**config.mk**
```make
export PLATFORM = sky130hd
export DESIGN_NAME = sr_request_conditioner
export DESIGN_NICKNAME = d
export VERILOG_FILES = /design/src/rtl/sr_cond_pkg.sv /design/src/rtl/sr_cond_channel.sv /design/src/rtl/sr_request_conditioner.sv
export SDC_FILE = /design/constraint.sdc
export NUM_CORES = 1
export LEC_CHECK = 0
export BUFFER_PORTS_ARGS = -buffer_cell sky130_fd_sc_hd__buf_4
export CAP_MARGIN = 30
export CORE_ASPECT_RATIO = 1.1
export CORE_MARGIN = 2
export CORE_UTILIZATION = 54
export CTS_CLUSTER_SIZE = 20
export DETAILED_ROUTE_END_ITERATION = 10
export GPL_ROUTABILITY_DRIVEN = 0
export GPL_TIMING_DRIVEN = 1
export MAX_ROUTING_LAYER = met4
export PLACE_DENSITY = 0.73
export SLEW_MARGIN = 20
export SYNTH_ARGS = -nofsm -noshare
export SYNTH_HDL_FRONTEND = slang
export SYNTH_SLANG_ARGS = --single-unit
```
**constraint.sdc**
```tcl
create_clock -name clk -period 1.28 [get_ports clk]
set_input_delay 0.064 -clock clk [delete_from_list [all_inputs] [get_ports clk]]
set_output_delay 0.064 -clock clk [all_outputs]
set_load 0.03 [all_outputs]
```
**src/rtl/sr_cond_pkg.sv**
```systemverilog
// Shared constants and helpers for the SR request conditioner.
package sr_cond_pkg;

  localparam int PRI_SET = 0;
  localparam int PRI_RST = 1;

  // Debounce counter width: max(1, clog2(cycles)).
  function automatic int cnt_width(input int cycles);
    int w;
    w = $clog2(cycles);
    return (w < 1) ? 1 : w;
  endfunction

endpackage

```
**src/rtl/sr_cond_channel.sv**
```systemverilog
// One request channel: synchroniser, debouncer and rising-edge event detector.
module sr_cond_channel
  import sr_cond_pkg::*;
#(
  parameter int SYNC_STAGES     = 2,
  parameter int DEBOUNCE_CYCLES = 16
) (
  input  logic clk,
  input  logic rst,
  input  logic btn,
  output logic evt
);

  localparam int CNT_W = cnt_width(DEBOUNCE_CYCLES);
  localparam logic [CNT_W-1:0] CNT_MAX = CNT_W'(DEBOUNCE_CYCLES - 1);

  logic [SYNC_STAGES-1:0] sync_q;
  logic                   sync_out;
  logic [CNT_W-1:0]       cnt;
  logic                   db;
  logic                   db_d;

  assign sync_out = sync_q[SYNC_STAGES-1];

  // Any cycle where the synchronised input agrees with db restarts the count,
  // so only an unbroken run of DEBOUNCE_CYCLES mismatches moves db.
  always_ff @(posedge clk or posedge rst) begin
    if (rst) begin
      sync_q <= '0;
      cnt    <= '0;
      db     <= 1'b0;
      db_d   <= 1'b0;
    end else begin
      sync_q <= {sync_q[SYNC_STAGES-2:0], btn};
      db_d   <= db;
      if (sync_out == db) begin
        cnt <= '0;
      end else if (cnt == CNT_MAX) begin
        db  <= sync_out;
        cnt <= '0;
      end else begin
        cnt <= cnt + CNT_W'(1);
      end
    end
  end

  assign evt = db & ~db_d;

endmodule

```
**src/rtl/sr_request_conditioner.sv**
```systemverilog
// Conditions raw set/reset buttons into mutually exclusive one-cycle s/r pulses.
module sr_request_conditioner
  import sr_cond_pkg::*;
#(
  parameter int SYNC_STAGES     = 2,
  parameter int DEBOUNCE_CYCLES = 16,
  parameter int PRIORITY        = PRI_SET
) (
  input  logic clk,
  input  logic rst,
  input  logic btn_set,
  input  logic btn_rst,
  output logic s,
  output logic r,
  output logic pend_s,
  output logic pend_r
);

  localparam logic RST_FIRST = (PRIORITY == PRI_RST);

  logic evt_s;
  logic evt_r;
  logic grant_s;
  logic grant_r;
  logic defer_q;

  sr_cond_channel #(
    .SYNC_STAGES    (SYNC_STAGES),
    .DEBOUNCE_CYCLES(DEBOUNCE_CYCLES)
  ) u_set (
    .clk(clk),
    .rst(rst),
    .btn(btn_set),
    .evt(evt_s)
  );

  sr_cond_channel #(
    .SYNC_STAGES    (SYNC_STAGES),
    .DEBOUNCE_CYCLES(DEBOUNCE_CYCLES)
  ) u_rst (
    .clk(clk),
    .rst(rst),
    .btn(btn_rst),
    .evt(evt_r)
  );

  // defer_q flips the winner for one cycle after a contested grant, so the
  // losing channel is served next cycle even if the winner re-requests.
  always_comb begin
    grant_s = 1'b0;
    grant_r = 1'b0;
    if (pend_s && pend_r) begin
      if (RST_FIRST ^ defer_q) grant_r = 1'b1;
      else                     grant_s = 1'b1;
    end else begin
      grant_s = pend_s;
      grant_r = pend_r;
    end
  end

  // A new event in the grant cycle keeps the flag set, so it is not lost.
  always_ff @(posedge clk or posedge rst) begin
    if (rst) begin
      pend_s  <= 1'b0;
      pend_r  <= 1'b0;
      s       <= 1'b0;
      r       <= 1'b0;
      defer_q <= 1'b0;
    end else begin
      pend_s  <= evt_s | (pend_s & ~grant_s);
      pend_r  <= evt_r | (pend_r & ~grant_r);
      s       <= grant_s;
      r       <= grant_r;
      defer_q <= pend_s & pend_r & ~defer_q;
    end
  end

endmodule

```
After elaboration in Yosys (flattened, before gate mapping)
Cells that the tools add are included.
Widths: inputs -> output; s select.
{ "totals": {"output_inout_bits": 4, "reg_bits": 21, "elab_cells": 45} }
{ "classes": {"muxes": 8, "reduce_logical": 3, "eq_ne": 4, "add_sub_neg": 2, "bitwise": 15} }
{ "ops": {"columns": ["cell", "n"], "rows": [
  ["$mux 4", 4],
  ["$add 4x1->4 const B", 2],
  ["$eq 4x4->1 const B", 2],
  ["$not 1->1", 7],
  ["$and 1x1->1", 6],
  ["$mux 1", 4],
  ["$reduce_and 2->1", 2],
  ["$eq 1x1->1", 2],
  ["$or 1x1->1", 2],
  ["$logic_and 1x1->1", 1]
]} }

Longest topological paths before layout
Gate-level depths: netlist of run 1.
{ "logic_depth": {"depth_word": 5, "ltp_mapped": 4, "depth_no_buf": 4} }

Hierarchy
A second synthesis of run 1 with hierarchy kept.
{ "unflattened": {"cells_unflattened": 54, "hier_area_um2": 784.5} }
{ "by_module_without_submodules": {"columns": ["module", "cells_each", "instances", "seq_area_each_um2", "area_per_inst_um2"], "rows": [
  ["sr_cond_channel", 21, 2, 200.2, 306.5],
  ["sr_request_conditioner", 12, 1, 125.1, 171.4]
]} }

Worst setup path before layout of run 1
Ideal clock, no wire load.
{ "synth_timing": {"kind": "register to register", "start": "register u_set.cnt[0]", "end": "register u_set.db", "n_path_buf": 0, "path_slack_ns": 0.160, "synth_period_minus_slack_ns": 1.120, "required_ns": 1.155, "t_arrival_ns": 0.995, "stages_incl_launch_ff": 4, "path_cell_list": "dfrtp_1 ha_1 nand3_2 mux2_4"} }
{ "synth_between": {"elab_chain_len": 2} }
{ "synth_lines": {"columns": ["item", "line", "source"], "rows": [
  ["start: declaration", "sr_cond_channel.sv:19", "logic [CNT_W-1:0] cnt;"],
  ["start signal: assignment", "sr_cond_channel.sv:42", "cnt <= cnt + CNT_W'(1);"],
  ["$eq 4x4->1", "sr_cond_channel.sv:38", "end else if (cnt == CNT_MAX) begin"],
  ["$reduce_and 2->1 (no line)", null, null],
  ["end signal: assignment", "sr_cond_channel.sv:39", "db <= sync_out;"],
  ["end: declaration", "sr_cond_channel.sv:20", "logic db;"]
]} }
No other way between the ends.
A chain may end at the register's enable or synchronous reset.

Final worst setup path of run 1
Ends and elaborated chain as after synthesis.

==> summary.txt, run 1 <==
Cells and area
  – Area grow syn2layout: 17.27%
  – Number of antenna cells inserted: 0
  – Fill cell count: 99
  – Final #Nets: 79
  – Share of layout cells above drive strength 1: 23.61%

CTS
  – Clock buffer depth: 2
  – Register clock-pin slew on the reported worst setup and hold paths: 100 ps
  – Clk sink count: 21
  – CTS root buffer: clkbuf_4
  – CTS buffer count: 3
  – CTS tree: yes
  – H-tree depth: 1
  – Postcts setup bufs: 0
  – Worst-skew pair later-pin latency: 290 ps

Synthesis
  – Synth Area in XOR/XNOR: 4.437%
  – YS warnings: 0
  – Distinct cells, synth: 16
  – Synth area leaders: dfrtp_1 67%, xnor2_1 4.4%, mux2_4 3.8%
  – Largest family of logic cells by synthesized area: simple AND/OR/NAND/NOR gates
  – Synth top area share: 66.56%
  – Synth Net Count: 63
  – Synthesized instance count: 57
  – Synth Area in Simple Gates: 11.89%
  – Most numerous cell in the Yosys netlist: dfrtp_1
  – Post-synthesis adder-cell area fraction: 3.170%
  – Netlist Area Pre-Place: 789.5 sq um
  – Synthesis-stage register bit count: 21
  – Syn Area/Cell: 13.85 sq um
  – Synth Area in Compound Gates: 7.290%
  – Number of synthesized flops with an enable pin: 0
  – FFs w/ async S/R, synth: 100.0%
  – Post-synthesis mux area share: 3.803%
  – Most frequent cells after synthesis: 21 x dfrtp_1, 6 x inv_1, 4 x a21oi_1, 4 x xnor2_1, 3 x o21ai_0
  – Synth area leader: dfrtp_1
  – Seq/Total Area, Yosys: 66.56%
  – Main synth FF type: dfrtp_1

Setup path
  – Arr. time, crit path: 1360 ps
  – Crit. End Element: register
  – Cell Chain, Critical Path: ha_1 > nand3_2 > mux2_4
  – Data required, critical path: 1460 ps
  – CP bufs+invs: 0
  – Worst stage delay on the critical path: 440 ps
  – Critical path launch point type: register
  – Critical path's slowest cell: dfrtp_1
  – Crit path max-delay family: flip-flops
  – CP max FO: 4
  – Setup Crit Path Kind: register to register

Floorplanning
  – Die width: 40.46 um
  – I/O pin cnt: 8
  – Total Die Area: 0.001784 sq mm
  – Die Ht: 44.11 um
  – FP Rows: 14
  – Core Area: 0.001366 sq mm
  – Initial Util: 57.78%

STA
  – Slew @ Worst Pin: 407.6 ps
  – Setup_tns: 0 ps
  – Unrepaired setup endpoints after global routing: no
  – Final worst slack: 103.5 ps
  – Final worst path period share: 91.92%
  – Fmax: 0.8499 GHz
  – Hold Violations, Final: 0
  – Fin crit period: 1177 ps
  – Final Slew Violations: 0
  – Setup violators final: 0
  – Max-slew headroom: 72.63%
  – Hold Worst Slack: 348.2 ps
  – Fin Clk Skew: 1.078 ps

Outcome
  – Status: finished, final reports clean

Job
  – Max-cap violation count: 0

Place
  – Post-DP HPWL: 790 um
  – PortBufs: 7
  – Post-Place Setup Slack: 115.9 ps

Global routing
  – GR Overflow Total: 0
  – First-pass GRT wire length: 1980 um
  – Largest net degree at the start of global routing: 22
  – Gr usage total: 16.96%
  – Vias in the first global route: 508
  – Antenna violations before repair: 0

Routing
  – First drt pass iteration count: 4
  – DRT iter0 DRCs: 4
  – WL final: 1077 um
  – Vias/cell: 5.284
  – Via count: 465
  – Post-route DRC: 0
  – Final ANT Viol Nets: 0
  – Routed len/inst: 12.24 um

Pwr
  – Pleak: 0.4446 nW
  – Worst vdd ir: 0.7632 mV
  – Pwr Density: 1158 mW/mm^2

Worst hold path
  – Worst hold path class: input port to asynchronous set/reset pin
## registers in the layout, summed over array words and instances (netlist names)
name,count
u_rst.sync_q,2
u_set.db,1
s,1
r,1
u_rst.cnt,4
defer_q,1
u_rst.db,1
u_set.cnt,4
u_rst.db_d,1
u_set.db_d,1
pend_s,1
pend_r,1
u_set.sync_q,2
## worst reg2reg max path, stage by stage (launching register included)
cell and delay [ps]:
dfrtp_1 440, ha_1 260, nand3_2 80, mux2_4 290
## path summary, 6_finish.rpt
| kind | startpoint | cells after the start | slack [ps] | to |
|---|---|---|---|---|
| setup / recovery | u_set.cnt[0] | 3 | 100 | u_set.db |
| hold / removal | rst | 4 | 350 | r |
| setup reg to reg | u_set.cnt[0] | 3 | 100 | u_set.db |
| hold reg to reg | u_set.sync_q[0] | 0 | 360 | u_set.sync_q[1] |
| max in group asynchronous | rst | 4 | 730 | u_set.cnt[1] |
| min in group clk | u_set.sync_q[0] | 0 | 360 | u_set.sync_q[1] |
## power breakdown
group          total (W)  switching, W  leakage, nW  internal, W
combinational  0.0000686     0.0000328        0.151    0.0000358
clock           0.000299      0.000178       0.0150     0.000121
sequential      0.000704     0.0000195        0.279     0.000685
total            0.00107      0.000230        0.445     0.000842
## cells by family (layout without fill, tap and decap cells)
logic type,count (synthesis),in the layout
buffers and inverters,6,21
XOR/XNOR,4,4
AO/OA/AOI/OAI,10,10
AND/OR/NAND/NOR,12,12
multiplexers,2,2
adder cells (fa/ha/maj),2,2
flip-flops,21,21
## timing repair
action,CTS,global route
hold buffers,3,0
endpoints found under the hold margin,23,0
resized for setup,0,0
## stage by stage
stage	total power [W]	area (sq um)	cells	util [%]
floorplan	0.0007570	789.5	57	-
global placement	0.0007762	869.6	81	63.64
detailed placement	0.0007802	869.6	81	63.64
CTS	0.001089	925.9	88	67.77
global route	0.001134	925.9	88	67.77
finish	0.001072	925.9	88	67.77
## final cells by class
cell class | instances | area (sq um) | share of cell area (%)
Sequential cell | 21 | 525.5 | 56.76
Multi-Input combinational cell | 30 | 241.5 | 26.08
Timing Repair Buffer | 11 | 90.09 | 9.730
Clock buffer | 4 | 26.28 | 2.838
Inverter | 6 | 22.52 | 2.432
Tap cell | 16 | 20.02 | 2.162
## layout by cell type (no fill, tap or decap), drive strengths merged, types with 3 or more instances in the layout
cell type,Yosys,final
dfrtp,21,21
buf,0,8
inv,6,6
xnor2,4,4
a21oi,4,4
clkbuf,0,4
o21ai,3,3
dlygate4sd3,0,3
nand3,3,3
## layer usage
| metal | global-route usage (%) | up-vias | part of all wire, % |
|---|---|---|---|
| li1 | - | 224 | - |
| met1 | 20.62 | 229 | 43 |
| met2 | 26.67 | 10 | 52 |
| met3 | 4.523 | 2 | 4.4 |
| met4 | 6.000 | 0 | 0.56 |
| met5 | - | - | 0 |
Note: power is estimated with default switching activity, not from simulation.
==> inputs of run 2 (changes only) <==
--- a/config.mk
+++ b/config.mk
@@ -5,6 +5,7 @@
 export SDC_FILE = /design/constraint.sdc
 export NUM_CORES = 1
 export LEC_CHECK = 0
+export ABC_AREA = 1
 export BUFFER_PORTS_ARGS = -buffer_cell sky130_fd_sc_hd__buf_4
 export CAP_MARGIN = 30
 export CORE_ASPECT_RATIO = 1.1
==> run 2 against run 1 <==
  * Largest power group unchanged
  * Count of clock-buffer cells in the layout stayed put
  * Clock skew is 1.7 ps higher
  * First-iteration DRC count is 25% higher
  * Via count is 9.9% higher
  * Final cell count is 16% higher
  * Sequential share of layout area is 0.54 points higher
  * Final area is 0.95% lower
==> summary.txt, run 2 <==
Pwr
  – Worst vdd ir: 0.7025 mV
  – Switch share: 21.92%
  – Clk pwr share: 28.3%
  – Pleak: 0.4703 nW
  – Total power draw: 0.001073 W
  – Internal power: 0.0008379 W
  – Pwr Density: 1170 mW/mm^2
  – Logic pwr share: 6.2%
  – P_sw: 0.0002353 W
  – Register share of total power: 65.5%

Floorplanning
  – I/O pin cnt: 8
  – Total Die Area: 0.001766 sq mm
  – Core Area: 0.001366 sq mm
  – Initial Util: 57.14%
  – Die width: 40.26 um
  – Die Ht: 43.88 um
  – FP Rows: 14

Synthesis
  – Seq/Total Area, Yosys: 67.31%
  – Synth Area in Simple Gates: 17.63%
  – Synth area leader: dfrtp_1
  – Synth Area in XOR/XNOR: 2.244%
  – YS warnings: 0
  – Synth top area share: 67.31%
  – Post-synthesis mux area share: 0%
  – Largest family of logic cells by synthesized area: simple AND/OR/NAND/NOR gates
  – Most numerous cell in the Yosys netlist: dfrtp_1
  – FFs w/ async S/R, synth: 100.0%
  – Most frequent cells after synthesis: 21 x dfrtp_1, 13 x nand2_1, 10 x inv_1, 8 x nor2_1, 4 x nand3_1
  – Synthesized instance count: 71
  – Syn Area/Cell: 11.00 sq um
  – Netlist Area Pre-Place: 780.7 sq um
  – Synthesis-stage register bit count: 21
  – Main synth FF type: dfrtp_1
  – Synth Net Count: 77
  – Number of synthesized flops with an enable pin: 0
  – Distinct cells, synth: 13
  – Synth Area in Compound Gates: 4.808%
  – Post-synthesis adder-cell area fraction: 3.205%
  – Synth area leaders: dfrtp_1 67%, nand2_1 6.3%, inv_1 4.8%

STA
  – Setup_tns: 0 ps
  – Slew @ Worst Pin: 243.1 ps
  – Final worst path period share: 81.05%
  – Final Slew Violations: 0
  – Hold Violations, Final: 0
  – Setup violators final: 0
  – Unrepaired setup endpoints after global routing: no
  – Fin crit period: 1037 ps
  – Final worst slack: 242.5 ps
  – Fin Clk Skew: 2.779 ps
  – Fmax: 0.9639 GHz
  – Max-slew headroom: 83.79%

CTS
  – Register clock-pin slew on the reported worst setup and hold paths: 110 ps
  – Clock buffer depth: 2
  – CTS root buffer: clkbuf_4
  – CTS tree: yes
  – PostCTS Resize Cnt: 0
  – H-tree depth: 1
  – Clk sink count: 21
  – Worst-skew pair later-pin latency: 290 ps
  – CTS buffer count: 3

Cells and area
  – Number of antenna cells inserted: 0
  – Area grow syn2layout: 17.47%
  – Commonest non-fill, non-tap cell in the layout: dfrtp_1
  – Final #Nets: 93
  – Share of layout cells above drive strength 1: 16.28%
  – Commonest cells after routing, fill and taps aside: 21 x dfrtp_1, 13 x nand2_1, 10 x inv_1
  – Largest regs: u_rst.cnt x4, u_set.cnt x4
  – Fill cell count: 110

Routing
  – Vias/cell: 5.010
  – DRT iter0 DRCs: 5
  – First drt pass iteration count: 4
  – WL final: 1130 um
  – Via count: 511
  – Post-route DRC: 0
  – Routed len/inst: 11.08 um
  – Final ANT Viol Nets: 0

Setup path
  – Launching point of the worst reg2reg path: u_set.cnt[0]
  – Critical path launch point type: register
  – Setup Crit Path Kind: register to register
  – Crit. End Element: register
  – Arr. time, crit path: 1270 ps
  – Data required, critical path: 1520 ps
  – CP max FO: 4
  – Crit path from: u_set.cnt[0]
  – Reg2Reg Depth: 4

Global routing
  – First-pass GRT wire length: 1966 um
  – Vias in the first global route: 495
  – Largest net degree at the start of global routing: 22
  – GR Overflow Total: 0
  – Antenna violations before repair: 0
  – Gr usage total: 17.15%

Outcome
  – Status: finished, final reports clean

Worst hold path
  – Worst hold path class: input port to asynchronous set/reset pin

Place
  – PortBufs: 7
  – Post-DP HPWL: 843.1 um
  – Post-Place Setup Slack: 252.4 ps

Job
  – Max-cap violation count: 0
run 2: cell types whose count changed after synthesis, sizes merged, moves of 2 or more:
cell	previous run	this run
nand2	0	13
inv	6	10
o22ai	0	2
nor2	2	9
nand4	0	2
mux2	2	0
xnor2	4	2
nand4b	2	0
a21oi	4	0
nor3b	2	0
nand3	3	6
nor2b	2	0
run 2: final timing paths:
kind,slack [ps],end
max,240,u_set.cnt[3]
min,340,u_set.sync_q[1]
max reg2reg,240,u_set.cnt[3]
min reg2reg,370,u_rst.sync_q[1]
max in group asynchronous,750,u_rst.cnt[3]
min in group clk,370,u_rst.sync_q[1]
run 2: logic make-up (layout without fill, tap and decap cells):
| kind of cell | count (synthesis) | count (layout) |
|---|---|---|
| buffers and inverters | 10 | 25 |
| flip-flops | 21 | 21 |
| AND/OR/NAND/NOR | 30 | 30 |
| adder cells (fa/ha/maj) | 2 | 2 |
| AO/OA/AOI/OAI | 6 | 6 |
| XOR/XNOR | 2 | 2 |
run 2: repair_timing:
action                                 in CTS  in global routing
setup buffers                               0                  0
hold buffers                                3                  0
endpoints found under the hold margin      23                  0
run 2: power groups by stage:
| stage | Combinational [W] | Clock [W] | Sequential (W) |
|---|---|---|---|
| final | 0.0000669 | 0.000304 | 0.000702 |
| after global routing | 0.0000808 | 0.000337 | 0.000706 |
| after CTS | 0.0000690 | 0.000304 | 0.000703 |
| after detailed placement | 0.0000614 | 0 | 0.000716 |
| after global placement | 0.0000601 | 0 | 0.000714 |
| after floorplan | 0.0000430 | 0 | 0.000712 |
run 2: cell type report:
type	count	area, sq um	share of cell area [%]
Sequential cell	21	525.5	57.30
Multi-Input combinational cell	40	217.7	23.74
Timing Repair Buffer	11	90.09	9.823
Inverter	10	37.54	4.093
Clock buffer	4	26.28	2.865
Tap cell	16	20.02	2.183
run 2: per-stage QoR:
| step | area, sq um | hold WS [ps] | cells | utilization, % |
|---|---|---|---|---|
| floorplan | 780.7 | 40.53 | 71 | - |
| global placement | 860.8 | 106.0 | 95 | 63.00 |
| detailed placement | 860.8 | 111.0 | 95 | 63.00 |
| CTS | 917.1 | 350.3 | 102 | 67.12 |
| global route | 917.1 | 361.5 | 102 | 67.12 |
| finish | 917.1 | 335.7 | 102 | 67.12 |
run 2: layer usage:
layer  share of wire, %  vias up  routed length [um]  global-route usage, %
met4                2.2        0                  25                  8.000
met2                 48       12                 540                  25.81
li1                   -      256                   -                      -
met5                  0        -                   0                      -
met3                4.5        4                  51                  3.077
met1                 45      239                 513                  22.18
run 2: worst max-delay path: stages (launching register included):
cell and delay [ps]:
dfrtp_1 420, ha_1 230, nand3_1 110, nand3_1 100
nor2_1 110
